==> config.mk <==
export PLATFORM = sky130hd
export DESIGN_NAME = mux_nto1_rr
export DESIGN_NICKNAME = d
export VERILOG_FILES = /design/src/rtl/mux_pkg.sv /design/src/rtl/rr_arbiter.sv /design/src/rtl/mux_nto1_rr.sv
export SDC_FILE = /design/constraint.sdc
export NUM_CORES = 1
export LEC_CHECK = 0
export CELL_PAD_IN_SITES_DETAIL_PLACEMENT = 1
export CELL_PAD_IN_SITES_GLOBAL_PLACEMENT = 2
export CORE_AREA = 4 4 64 52
export CTS_CLUSTER_DIAMETER = 120
export CTS_CLUSTER_SIZE = 20
export DETAILED_ROUTE_END_ITERATION = 8
export DIE_AREA = 0 0 68 56
export GPL_TIMING_DRIVEN = 0
export MAX_ROUTING_LAYER = met4
export PLACE_DENSITY = 0.77
export SLEW_MARGIN = 20
export SYNTH_ARGS = -nofsm -noshare
export SYNTH_HDL_FRONTEND = slang
export SYNTH_SLANG_ARGS = --single-unit
==> constraint.sdc <==
create_clock -name clk -period 2.3 [get_ports clk]
set_input_delay 0.23 -clock clk [delete_from_list [all_inputs] [get_ports clk]]
set_output_delay 0.23 -clock clk [all_outputs]
set_load 0.005 [all_outputs]
==> src/rtl/mux_pkg.sv <==
`default_nettype none
// ============================================================================
//  Module   : mux_pkg
//  Purpose  : Shared definitions for the N:1 round-robin channel multiplexer.
//             Holds the mode encoding and a wrap-around index increment helper.
//  Revision : 1.0  initial release
// ============================================================================
package mux_pkg;

  // Mode encoding driven on the mux 'mode' port
  localparam logic MODE_FIXED = 1'b0;
  localparam logic MODE_RR    = 1'b1;

  // Next channel index after idx, wrapping from n-1 back to 0
  function automatic int wrap_inc(input int idx, input int n);
    return (idx + 1 >= n) ? 0 : idx + 1;
  endfunction

endpackage : mux_pkg
`default_nettype wire

==> src/rtl/rr_arbiter.sv <==
`default_nettype none
// ============================================================================
//  Module   : rr_arbiter
//  Purpose  : Round-robin arbiter. Searches the request vector from the
//             priority pointer upward (wrapping at N-1 -> 0) and grants the
//             first set request. Owns the pointer register, which moves to
//             one past the granted channel whenever 'advance' is asserted.
//
//  Ports    : clk      in   clock, state on rising edge
//             rst_n    in   asynchronous active-low reset (pointer -> 0)
//             req      in   N  per-channel request
//             advance  in   1  grant was consumed this cycle; move pointer
//             gnt      out  N  one-hot grant (all zero when no request)
//             gnt_idx  out  SELW  index of the granted channel
//             any      out  1  at least one request present
//  Revision : 1.0  initial release
// ============================================================================
module rr_arbiter
  import mux_pkg::*;
#(
  parameter  int N    = 4,
  localparam int SELW = $clog2(N)
) (
  input  logic            clk,
  input  logic            rst_n,
  input  logic [N-1:0]    req,
  input  logic            advance,
  output logic [N-1:0]    gnt,
  output logic [SELW-1:0] gnt_idx,
  output logic            any
);

  localparam logic [SELW:0] NL = (SELW+1)'(N);

  logic [SELW-1:0] r_ptr;
  logic [SELW:0]   w_cand;

  // Walk N candidates starting at the pointer; the first set request wins.
  // The candidate index carries one extra bit so the wrap test cannot overflow.
  always_comb begin
    any     = 1'b0;
    gnt_idx = '0;
    w_cand  = '0;
    for (int k = 0; k < N; k++) begin
      w_cand = {1'b0, r_ptr} + (SELW+1)'(k);
      if (w_cand >= NL) begin
        w_cand = w_cand - NL;
      end
      if (!any && req[w_cand[SELW-1:0]]) begin
        any     = 1'b1;
        gnt_idx = w_cand[SELW-1:0];
      end
    end
  end

  always_comb begin
    gnt = '0;
    if (any) begin
      gnt[gnt_idx] = 1'b1;
    end
  end

  // Pointer only moves on a consumed grant, so a stalled grant keeps priority
  always_ff @(posedge clk or negedge rst_n) begin
    if (!rst_n) begin
      r_ptr <= '0;
    end else if (advance) begin
      r_ptr <= SELW'(wrap_inc(int'(gnt_idx), N));
    end
  end

endmodule : rr_arbiter
`default_nettype wire

==> src/rtl/mux_nto1_rr.sv <==
`default_nettype none
// ============================================================================
//  Module   : mux_nto1_rr
//  Purpose  : N:1 channel multiplexer with a registered valid/ready output
//             stage. Selects a channel either by a fixed select or by
//             round-robin arbitration; one-cycle latency, full throughput.
//
//  Ports    : clk        in   clock, state on rising edge
//             rst_n      in   asynchronous active-low reset
//             mode       in   1     0 = fixed select, 1 = round-robin
//             sel        in   SELW  channel forwarded in fixed mode
//             in_valid   in   N     per-channel valid
//             in_data    in   N*W   channel i at bits [i*W +: W]
//             in_ready   out  N     per-channel ready, at most one bit set
//             out_valid  out  1     output register holds an item
//             out_data   out  W     registered data
//             out_chan   out  SELW  channel that supplied out_data
//             out_ready  in   1     consumer accepts when out_valid high
//  Revision : 1.0  initial release
// ============================================================================
module mux_nto1_rr
  import mux_pkg::*;
#(
  parameter  int N    = 4,
  parameter  int W    = 1,
  localparam int SELW = $clog2(N)
) (
  input  logic            clk,
  input  logic            rst_n,
  input  logic            mode,
  input  logic [SELW-1:0] sel,
  input  logic [N-1:0]    in_valid,
  input  logic [N*W-1:0]  in_data,
  output logic [N-1:0]    in_ready,
  output logic            out_valid,
  output logic [W-1:0]    out_data,
  output logic [SELW-1:0] out_chan,
  input  logic            out_ready
);

  localparam int            NSEL = 1 << SELW;
  localparam logic [SELW:0] NL   = (SELW+1)'(N);

  logic            r_out_valid;
  logic [W-1:0]    r_out_data;
  logic [SELW-1:0] r_out_chan;

  logic            w_load_en;
  logic [NSEL-1:0] w_valid_ext;
  logic            w_fix_ok;
  logic            w_grant_valid;
  logic [SELW-1:0] w_grant_idx;
  logic            w_transfer;
  logic            w_advance;
  logic [W-1:0]    w_data;

  logic [N-1:0]    w_arb_gnt;
  logic [SELW-1:0] w_arb_idx;
  logic            w_arb_any;

  // Register can take a new item when empty or when it drains this cycle
  assign w_load_en = !r_out_valid || out_ready;

  // Valid vector padded to the full select range so a select beyond N-1
  // reads a zero instead of indexing past the port
  always_comb begin
    w_valid_ext        = '0;
    w_valid_ext[N-1:0] = in_valid;
  end

  assign w_fix_ok = ({1'b0, sel} < NL) && w_valid_ext[sel];

  rr_arbiter #(
    .N (N)
  ) u_arb (
    .clk     (clk),
    .rst_n   (rst_n),
    .req     (in_valid),
    .advance (w_advance),
    .gnt     (w_arb_gnt),
    .gnt_idx (w_arb_idx),
    .any     (w_arb_any)
  );

  always_comb begin
    if (mode == MODE_RR) begin
      w_grant_valid = w_arb_any;
      w_grant_idx   = w_arb_idx;
    end else begin
      w_grant_valid = w_fix_ok;
      w_grant_idx   = sel;
    end
  end

  // A grant always implies in_valid on that channel, so ready-and-grant is
  // already the full transfer condition
  assign w_transfer = rst_n && w_load_en && w_grant_valid;

  // Only round-robin transfers move the pointer; fixed-mode traffic leaves it
  // where the last round-robin grant put it
  assign w_advance  = w_transfer && (mode == MODE_RR);

  always_comb begin
    in_ready = '0;
    if (w_transfer) begin
      if (mode == MODE_RR) begin
        in_ready = w_arb_gnt;
      end else begin
        in_ready[w_grant_idx] = 1'b1;
      end
    end
  end

  always_comb begin
    w_data = '0;
    for (int i = 0; i < N; i++) begin
      if (w_grant_idx == SELW'(i)) begin
        w_data = in_data[i*W +: W];
      end
    end
  end

  always_ff @(posedge clk or negedge rst_n) begin
    if (!rst_n) begin
      r_out_valid <= 1'b0;
      r_out_data  <= '0;
      r_out_chan  <= '0;
    end else if (w_transfer) begin
      r_out_valid <= 1'b1;
      r_out_data  <= w_data;
      r_out_chan  <= w_grant_idx;
    end else if (out_ready) begin
      r_out_valid <= 1'b0;
    end
  end

  assign out_valid = r_out_valid;
  assign out_data  = r_out_data;
  assign out_chan  = r_out_chan;

endmodule : mux_nto1_rr
`default_nettype wire
==> results.json, run 1 <==
{
  "maxSlewHeadroom_pct": 69.09,
  "synth_seq_cells": 6,
  "clkTransAtPathRegs_ps": 50,
  "status": "finished, final reports clean",
  "synth_warnings": 0,
  "crit_path_end_kind": "output port",
  "synth_area_leaders": "dfrtp_1 (23%), mux2i_1 (11%), ha_1 (7.7%)",
  "grtUsageTotal_pct": 11.87,
  "post-synth-top-count-cell": "nor2_1",
  "first_global_vias": 721,
  "syn_area_per_cell_um2": 8.577,
  "start_kind": "register",
  "netlist_top_cells_count": "nor2_1 (8), mux2i_1 (7), dfrtp_1 (6)",
  "period_share_pct": 95.60,
  "die-area_um2": 3808,
  "synth.area.mux_share_pct": 14.20,
  "tightestPinTransition_ps": 463.6,
  "hold_path_class": "in2async",
  "std_cell_rows": 17,
  "fillers": 345,
  "fmax_mhz": 454.8,
  "rr_worst_depth": 7,
  "crit_arrival_ps": 1970,
  "synthXorXnorAreaFrac_pct": 0,
  "rrSetupSlack_ps": 360,
  "yosys.area_share.simple_pct": 20.35,
  "cp.buffers_inverters": 4,
  "routed_wl_um": 2060,
  "synth_cell_type_count": 34,
  "ant_nets": 0,
  "cts_tree": "yes",
  "leakagePower_nw": 0.4612,
  "crit_type": "reg2out",
  "hold_ws_ps": 238.4,
  "required_ps": 2070,
  "path_common_cell": "buf_4",
  "seq_area_um2": 150.1,
  "synth_top_family_by_area": "compound AO/OA/AOI/OAI gates",
  "synthAdderAreaFrac_pct": 7.678,
  "synthFlopType": "dfrtp_1",
  "dpl.hpwl_um": 1487,
  "multi_input_area_um2": 486.7,
  "timing_hold_violations_final": 0,
  "clock_skew_ps": 2.788,
  "route.detailed.drc": 0,
  "async_flop_share_pct": 100.0,
  "cp_slowest_cell": "dfrtp_1",
  "fp.dieH_um": 56,
  "dp_cells": 133,
  "synthCells": 76,
  "drtPass1Iterations": 4,
  "r2r-start": "u_arb.r_ptr[1]$_DFFE_PN0P_",
  "finalSetupViolCount": 0,
  "avgRoutedWirePerCell_um": 14.21,
  "cts_made_buffers": 3,
  "start_util_pct": 23.57,
  "vdd_drop_max_mv": 0.1922,
  "diodes": 0,
  "drive_gt1_share_pct": 24.30,
  "via_per_inst": 4.855,
  "cts-htree-levels": 1,
  "cp_top_family": "buffers and inverters",
  "cts.path.max_buffers": 2,
  "io_pins": 22,
  "synth_edf_count": 0,
  "yosysTopAreaCell": "dfrtp_1",
  "drtIter0Drc": 14,
  "cpPeakStageDelay_ps": 340,
  "powerDensity_nw_per_um2": 748.0,
  "ctsHoldBuffers": 0,
  "netlist_area_um2": 651.9,
  "clock-sinks": 6,
  "area_delta_synth_final_pct": 56.24,
  "drv_cap": 0,
  "coreArea_um2": 2765,
  "synth-compound-area-share_pct": 26.68,
  "fin_nets": 127,
  "synth.top_cell.area_share_pct": 23.03,
  "overflow": 0,
  "post-route-util_pct": 36.83,
  "period_needed_ps": 2199,
  "antenna_found_initial": 0,
  "grt_start_max_net_pins": 11,
  "ys_seq_area_share_pct": 23.03,
  "grt_pass1_wl_um": 3463,
  "cts-root-buf": "clkbuf_4",
  "clk-insertion-delay-late_ps": 240,
  "vias": 704,
  "syn-num-nets": 94,
  "maxSlewViolCount": 0,
  "worst_r2r_endpoint": "out_data$_DFFE_PN0P_",
  "portBuffers": 19,
  "place.gp.congestion": 0.7518,
  "worstPathCellList": "buf_6 -> mux2i_2 -> o221ai_4 -> buf_4 -> buf_4 -> ha_2 -> a22oi_1 -> nor2_1 -> dlymetal6s2s_1",
  "final_cells": 145,
  "die_w_um": 68,
  "worstPathMaxFanout": 7
}
layer usage:
layer  up-vias  part of all wire [%]  track usage [%]  routed length [um]
li1        351                     -                -                   -
met5         -                     0                -                   0
met4         0                   1.5            5.099                  31
met3         4                   3.5            1.010                  72
met2        18                    45            15.52                 937
met1       331                    49            18.06                1019
what timing repair did:
action / 4_1_cts / 5_1_grt
setup endpoints to repair: 4 / 4
pin swaps: 1 / 6
buffers inserted: 4 / 5
gates resized for setup: 9 / 9
cell usage in the layout (no fill, tap or decap), drive strengths merged, types with 2 or more instances in the layout:
master,instances
clkbuf,4
o21ai,4
nand2b,3
dlygate4sd2,3
nor2b,3
a21oi,4
dlymetal6s2s,2
mux2i,7
clkdlybuf4s15,2
nand2,4
nor2,8
a32oi,3
buf,12
clkdlybuf4s50,12
a22oi,2
dfrtp,6
or4,2
o211ai,2
ha,4
inv,6
metrics by stage:
stage          setup WS, ps  total power [mW]  TNS, ps  cell area, um^2
2_1_floorplan         428.7            0.4043        0            651.9
5_1_grt              -10.50            0.8311   -10.50             1018
3_5_place_dp         -646.0            0.5458    -2294            889.6
6_report              101.2            0.7618        0             1018
4_1_cts              -130.6            0.6957   -257.2            953.4
3_3_place_gp         -636.1            0.5367    -2045            889.6
cell type report:
class / count / share of cell area [%]
buffer: 4 / 2.703
clock buffer: 3 / 2.211
inverter: 6 / 2.457
multi-input combinational: 60 / 47.79
sequential: 6 / 14.74
tap: 38 / 4.668
timing repair buffer: 28 / 25.43
where the power goes:
part           leakage [nW]  total, mW  internal [mW]  switching (mW)
Clock                0.0138     0.0965         0.0590          0.0375
Sequential           0.0717      0.160          0.141          0.0190
Combinational         0.376      0.505          0.273           0.232
Total                 0.461      0.762          0.474           0.288
logic make-up after synthesis:
kind of cell	Yosys count
buffers and inverters	10
muxes	8
and+or+nand+nor	25
DFF	6
AOI/OAI and AO/OA	23
adders and majority gates	4
worst max-delay path by stage:
stage | from | to | slack, ps | cells after the start
CTS | u_arb.r_ptr[1]$_DFFE_PN0P_ | in_ready[0] | -130 | 7
global placement | sel[0] | in_ready[2] | -640 | 6
global route | u_arb.r_ptr[1]$_DFFE_PN0P_ | in_ready[2] | -10 | 9
finish | u_arb.r_ptr[1]$_DFFE_PN0P_ | in_ready[2] | 100 | 9
detailed placement | sel[0] | in_ready[2] | -650 | 6
floorplan | u_arb.r_ptr[1]$_DFFE_PN0P_ | out_data$_DFFE_PN0P_ | 430 | 6
No activity file was read; power rests on OpenSTA's default activity.
==> inputs of run 2 (changes only) <==
Settings changed: HOLD_SLACK_MARGIN set to 0.02, TNS_END_PERCENT set to 5.
==> results.json, run 2 (same netlist as run 1, synthesis figures left out) <==
{
  "power_uw": 680.2,
  "timing_hold_violations_final": 0,
  "grt_start_max_net_pins": 11,
  "drtPass1Iterations": 4,
  "final_common_cell": "clkdlybuf4s50_1",
  "area_delta_synth_final_pct": 45.49,
  "rsz0062_at_grt": "true",
  "route.detailed.drc": 0,
  "worstPathMaxFanout": 9,
  "coreArea_um2": 2765,
  "clock-sinks": 6,
  "swShare_pct": 39.46,
  "io_pins": 22,
  "vdd_drop_max_mv": 0.1772,
  "required_ps": 2070,
  "post-route-util_pct": 34.30,
  "finalSetupViolCount": 1,
  "clock_skew_ps": 3.055,
  "period_share_pct": 104.1,
  "fmax_mhz": 417.5,
  "setup-tns-final_ps": -95.26,
  "switching_power_uw": 268.4,
  "clk-insertion-delay-late_ps": 240,
  "via_per_inst": 4.755,
  "drtIter0Drc": 3,
  "tightestPinTransition_ps": 437.3,
  "p_int_uw": 411.8,
  "maxSlewHeadroom_pct": 70.85,
  "period_needed_ps": 2395,
  "std_cell_rows": 17,
  "drive_gt1_share_pct": 14.85,
  "cts.path.max_buffers": 2,
  "dp_cells": 133,
  "overflow": 0,
  "ant_nets": 0,
  "clkTransAtPathRegs_ps": 50,
  "fp.dieH_um": 56,
  "avgRoutedWirePerCell_um": 13.95,
  "rr_worst_depth": 6,
  "antenna_found_initial": 0,
  "clkPwrFrac_pct": 14.2,
  "status": "finished, violations left",
  "grtUsageTotal_pct": 11.79,
  "vias": 661,
  "start_util_pct": 23.57,
  "crit_type": "reg2out",
  "seq_power_share_pct": 23.6,
  "grt_pass1_wl_um": 3443,
  "die_w_um": 68,
  "cts-root-buf": "clkbuf_4",
  "place_area_um2": 889.6,
  "final_cell_area_um2": 948.4,
  "maxSlewViolCount": 0,
  "start_kind": "register",
  "die-area_um2": 3808,
  "fin_nets": 121,
  "crit_path_end_kind": "output port",
  "cp-startpoint": "u_arb.r_ptr[1]$_DFFE_PN0P_",
  "cts_made_buffers": 3,
  "r2r-start": "u_arb.r_ptr[1]$_DFFE_PN0P_",
  "failed_checks": "negative setup slack",
  "combPwrFrac_pct": 62.3,
  "powerDensity_nw_per_um2": 717.2,
  "final_cells": 139,
  "first_global_vias": 712,
  "cts-htree-levels": 1,
  "dp_slack_ps": -646.0,
  "diodes": 0,
  "hold_ws_ps": 238.0,
  "leakagePower_nw": 0.4243,
  "hold_path_class": "in2async",
  "dpl.hpwl_um": 1487,
  "cts_tree": "yes",
  "routed_wl_um": 1939,
  "crit_arrival_ps": 2170,
  "ctsHoldBuffers": 0,
  "place.gp.congestion": 0.7518,
  "layout_common_cells": "clkdlybuf4s50_1 (13), nor2_1 (8), mux2i_1 (7)",
  "portBuffers": 19,
  "drv_cap": 0,
  "fin_ws_ps": -95.26
}
==> run 2: cell types whose count changed in the layout (fill, tap and decap cells not counted), sizes merged <==
cell / change
buf: -6
clkdlybuf4s15: -2
clkdlybuf4s50: +1
dlymetal6s2s: -1
dlygate4sd2: +2
==> run 2: path summary, 6_finish.rpt <==
| check | endpoint | slack (ps) |
|---|---|---|
| min in group clk | register | 390 |
| worst max-delay path | in_ready[2] | -100 |
| worst max register to register | out_data$_DFFE_PN0P_ | 340 |
| max in group asynchronous | out_chan[1]$_DFFE_PN0P_ | 1830 |
| worst min-delay path | u_arb.r_ptr[1]$_DFFE_PN0P_ | 240 |
| worst min register to register | out_chan[0]$_DFFE_PN0P_ | 490 |
==> run 2: critical path: stages, from the launching register on <==
cell and delay, ps:
dfrtp_1 370, buf_6 140, or3b_4 400, o221ai_4 110, ha_1 200, a22oi_1 80, nor2_1 110, clkdlybuf4s50_1 510
==> run 2: area by class of cell <==
type	count	area, um^2
fillers	349	1817
inverters	6	25.02
multi-input cells	60	466.7
plain buffers	4	27.53
well taps	38	47.55
repair buffers	22	209.0
clock buffers	3	22.52
flip-flops and latches	6	150.1
==> run 2: power by group through the flow <==
stage	sequential (mW)	combinational, mW	clock (mW)
after CTS	0.161	0.424	0.101
after global placement	0.168	0.369	0
after global routing	0.166	0.474	0.108
final	0.160	0.423	0.0963
after floorplan	0.165	0.239	0
after detailed placement	0.169	0.377	0
==> run 2: per-layer routing <==
metal	wire (um)	vias to the layer above	share of wire (%)	track usage [%]
li1	-	337	-	-
met1	1037	306	53	17.94
met2	822	16	42	15.38
met3	64	2	3.3	1.010
met4	15	0	0.77	5.099
met5	0	-	0	-
==> run 2: what timing repair did <==
action / CTS / global route
resized for setup: 9 / 1
setup buffers: 3 / 0
pin swaps: 1 / 1
endpoints found under the setup margin: 4 / 4
==> inputs of run 3 (changes only) <==
Settings changed: SLEW_MARGIN 20 to 0.
Clock period 2.3 ns to 2.7 ns, I/O delays scaled along.
==> results.json, run 3 (same netlist as run 1, synthesis figures left out) <==
{
  "status": "finished, final reports clean",
  "drtPass1Iterations": 4,
  "rsz0062_at_grt": "true",
  "cts_made_buffers": 3,
  "required_ps": 2430,
  "p_int_uw": 329.7,
  "period_share_pct": 96.03,
  "cp_slowest_cell": "clkdlybuf4s50_1",
  "place.gp.congestion": 0.7518,
  "fin_nets": 119,
  "drive_gt1_share_pct": 12.12,
  "crit_arrival_ps": 2320,
  "portBuffers": 19,
  "path_common_cell": "clkdlybuf4s50_1",
  "worstPathCellList": "clkdlybuf4s50_1 -> mux4_2 -> o211ai_1 -> nand2b_2 -> nor2_1 -> clkdlybuf4s50_1",
  "seq_power_share_pct": 26.4,
  "tightestPinTransition_ps": 457.8,
  "antenna_found_initial": 0,
  "ant_nets": 0,
  "grt_pass1_wl_um": 3387,
  "diodes": 0,
  "routed_wl_um": 1900,
  "dpl.hpwl_um": 1487,
  "start_util_pct": 23.57,
  "crit_type": "in2out",
  "die_w_um": 68,
  "clock-sinks": 6,
  "clkTransAtPathRegs_ps": 50,
  "die-area_um2": 3808,
  "drtIter0Drc": 1,
  "seq_area_um2": 150.1,
  "route.detailed.drc": 0,
  "io_pins": 22,
  "place_area_um2": 889.6,
  "worstPathMaxFanout": 7,
  "hold_path_class": "in2async",
  "finalSetupViolCount": 0,
  "coreArea_um2": 2765,
  "area_delta_synth_final_pct": 41.65,
  "final_common_cell": "clkdlybuf4s50_1",
  "setup-tns-final_ps": 0,
  "period_needed_ps": 2593,
  "switching_power_uw": 219.3,
  "final_cell_area_um2": 923.4,
  "clk-insertion-delay-late_ps": 240,
  "first_global_vias": 699,
  "std_cell_rows": 17,
  "cts.path.max_buffers": 2,
  "maxSlewHeadroom_pct": 69.48,
  "swShare_pct": 39.94,
  "cts-root-buf": "clkbuf_4",
  "via_per_inst": 4.759,
  "timing_hold_violations_final": 0,
  "vias": 652,
  "maxSlewViolCount": 0,
  "fmax_mhz": 385.7,
  "cts-htree-levels": 1,
  "powerDensity_nw_per_um2": 594.5,
  "drv_cap": 0,
  "start_kind": "input pin",
  "rr_worst_depth": 6,
  "clock_skew_ps": 2.438,
  "multi_input_area_um2": 451.7,
  "layout_common_cells": "clkdlybuf4s50_1 (17), nor2_1 (8), mux2i_1 (7)",
  "crit_path_end_kind": "output port",
  "overflow": 0,
  "cpPeakStageDelay_ps": 540,
  "avgRoutedWirePerCell_um": 13.87,
  "fillers": 351,
  "vdd_drop_max_mv": 0.1462,
  "grt_start_max_net_pins": 11,
  "combPwrFrac_pct": 58.8,
  "leakagePower_nw": 0.3919,
  "fp.dieH_um": 56,
  "grtUsageTotal_pct": 11.50,
  "cts_tree": "yes",
  "clkPwrFrac_pct": 14.9
}
[run 3: changes by cell type in the layout (fill, tap and decap cells not counted)]
cell / before / now
clkdlybuf4s50_1: 13 / 17
o221ai_4: 1 / 0
o22a_1: 0 / 1
buf_4: 4 / 2
inv_2: 0 / 1
or3b_4: 1 / 0
o22a_2: 1 / 0
dlygate4sd2_1: 5 / 1
or3b_1: 0 / 1
inv_1: 5 / 4
o221ai_2: 0 / 1
[run 3: worst paths after layout]
kind	startpoint	to	slack (ps)
worst max-delay path	in_valid[3]	in_ready[2]	110
min in group clk	in_valid[2]	register	430
worst min register to register	out_chan[0]$_DFFE_PN0P_	out_chan[0]$_DFFE_PN0P_	490
max in group asynchronous	rst_n	out_chan[1]$_DFFE_PN0P_	2190
worst max register to register	u_arb.r_ptr[1]$_DFFE_PN0P_	out_data$_DFFE_PN0P_	690
worst min-delay path	rst_n	u_arb.r_ptr[1]$_DFFE_PN0P_	280
[run 3: power groups by stage]
| stage | sequential, mW | combinational (mW) | clock [mW] |
|---|---|---|---|
| after floorplan | 0.141 | 0.204 | 0 |
| after global placement | 0.143 | 0.314 | 0 |
| after detailed placement | 0.144 | 0.321 | 0 |
| after CTS | 0.144 | 0.324 | 0.0865 |
| after global routing | 0.150 | 0.363 | 0.0921 |
| final | 0.145 | 0.323 | 0.0815 |
[run 3: cell type report]
type	count	share of cell area, %
multi-input cells	60	48.92
repair buffers	20	21.54
flip-flops and latches	6	16.26
well taps	38	5.149
plain buffers	4	2.981
inverters	6	2.710
clock buffers	3	2.439
[run 3: worst max-delay path, delay by kind of cell]
| family | cells | cell delay [ps] |
|---|---|---|
| simple gates | 2 | 310 |
| mux | 1 | 530 |
| buf+inv | 2 | 990 |
| compound gates | 1 | 230 |
[run 3: what timing repair did]
action,in CTS,in global routing
setup endpoints to repair,4,4
pin swaps,1,0
resized for setup,2,2
hold buffers,0,0
setup buffers,1,0
[run 3: through the flow]
step / setup WS (ps) / total power, mW / hold WS, ps / util [%] / cells
floorplan: 828.7 / 0.3444 / -25.59 / - / 76
global placement: -316.1 / 0.4572 / 479.7 / 32.17 / 133
CTS: 5.680 / 0.5541 / 285.6 / 33.30 / 137
global route: -23.38 / 0.6044 / 302.5 / 33.39 / 137
detailed placement: -326.0 / 0.4649 / 491.5 / 32.17 / 133
finish: 107.1 / 0.5490 / 279.5 / 33.39 / 137
[run 3: metal layers]
metal  wire, um  global-route usage [%]  vias up
met2        775                   14.56       16
met3         70                   1.212        2
met1       1038                   17.82      299
met4         16                   4.816        0
met5          0                       -        -
li1           -                       -      335
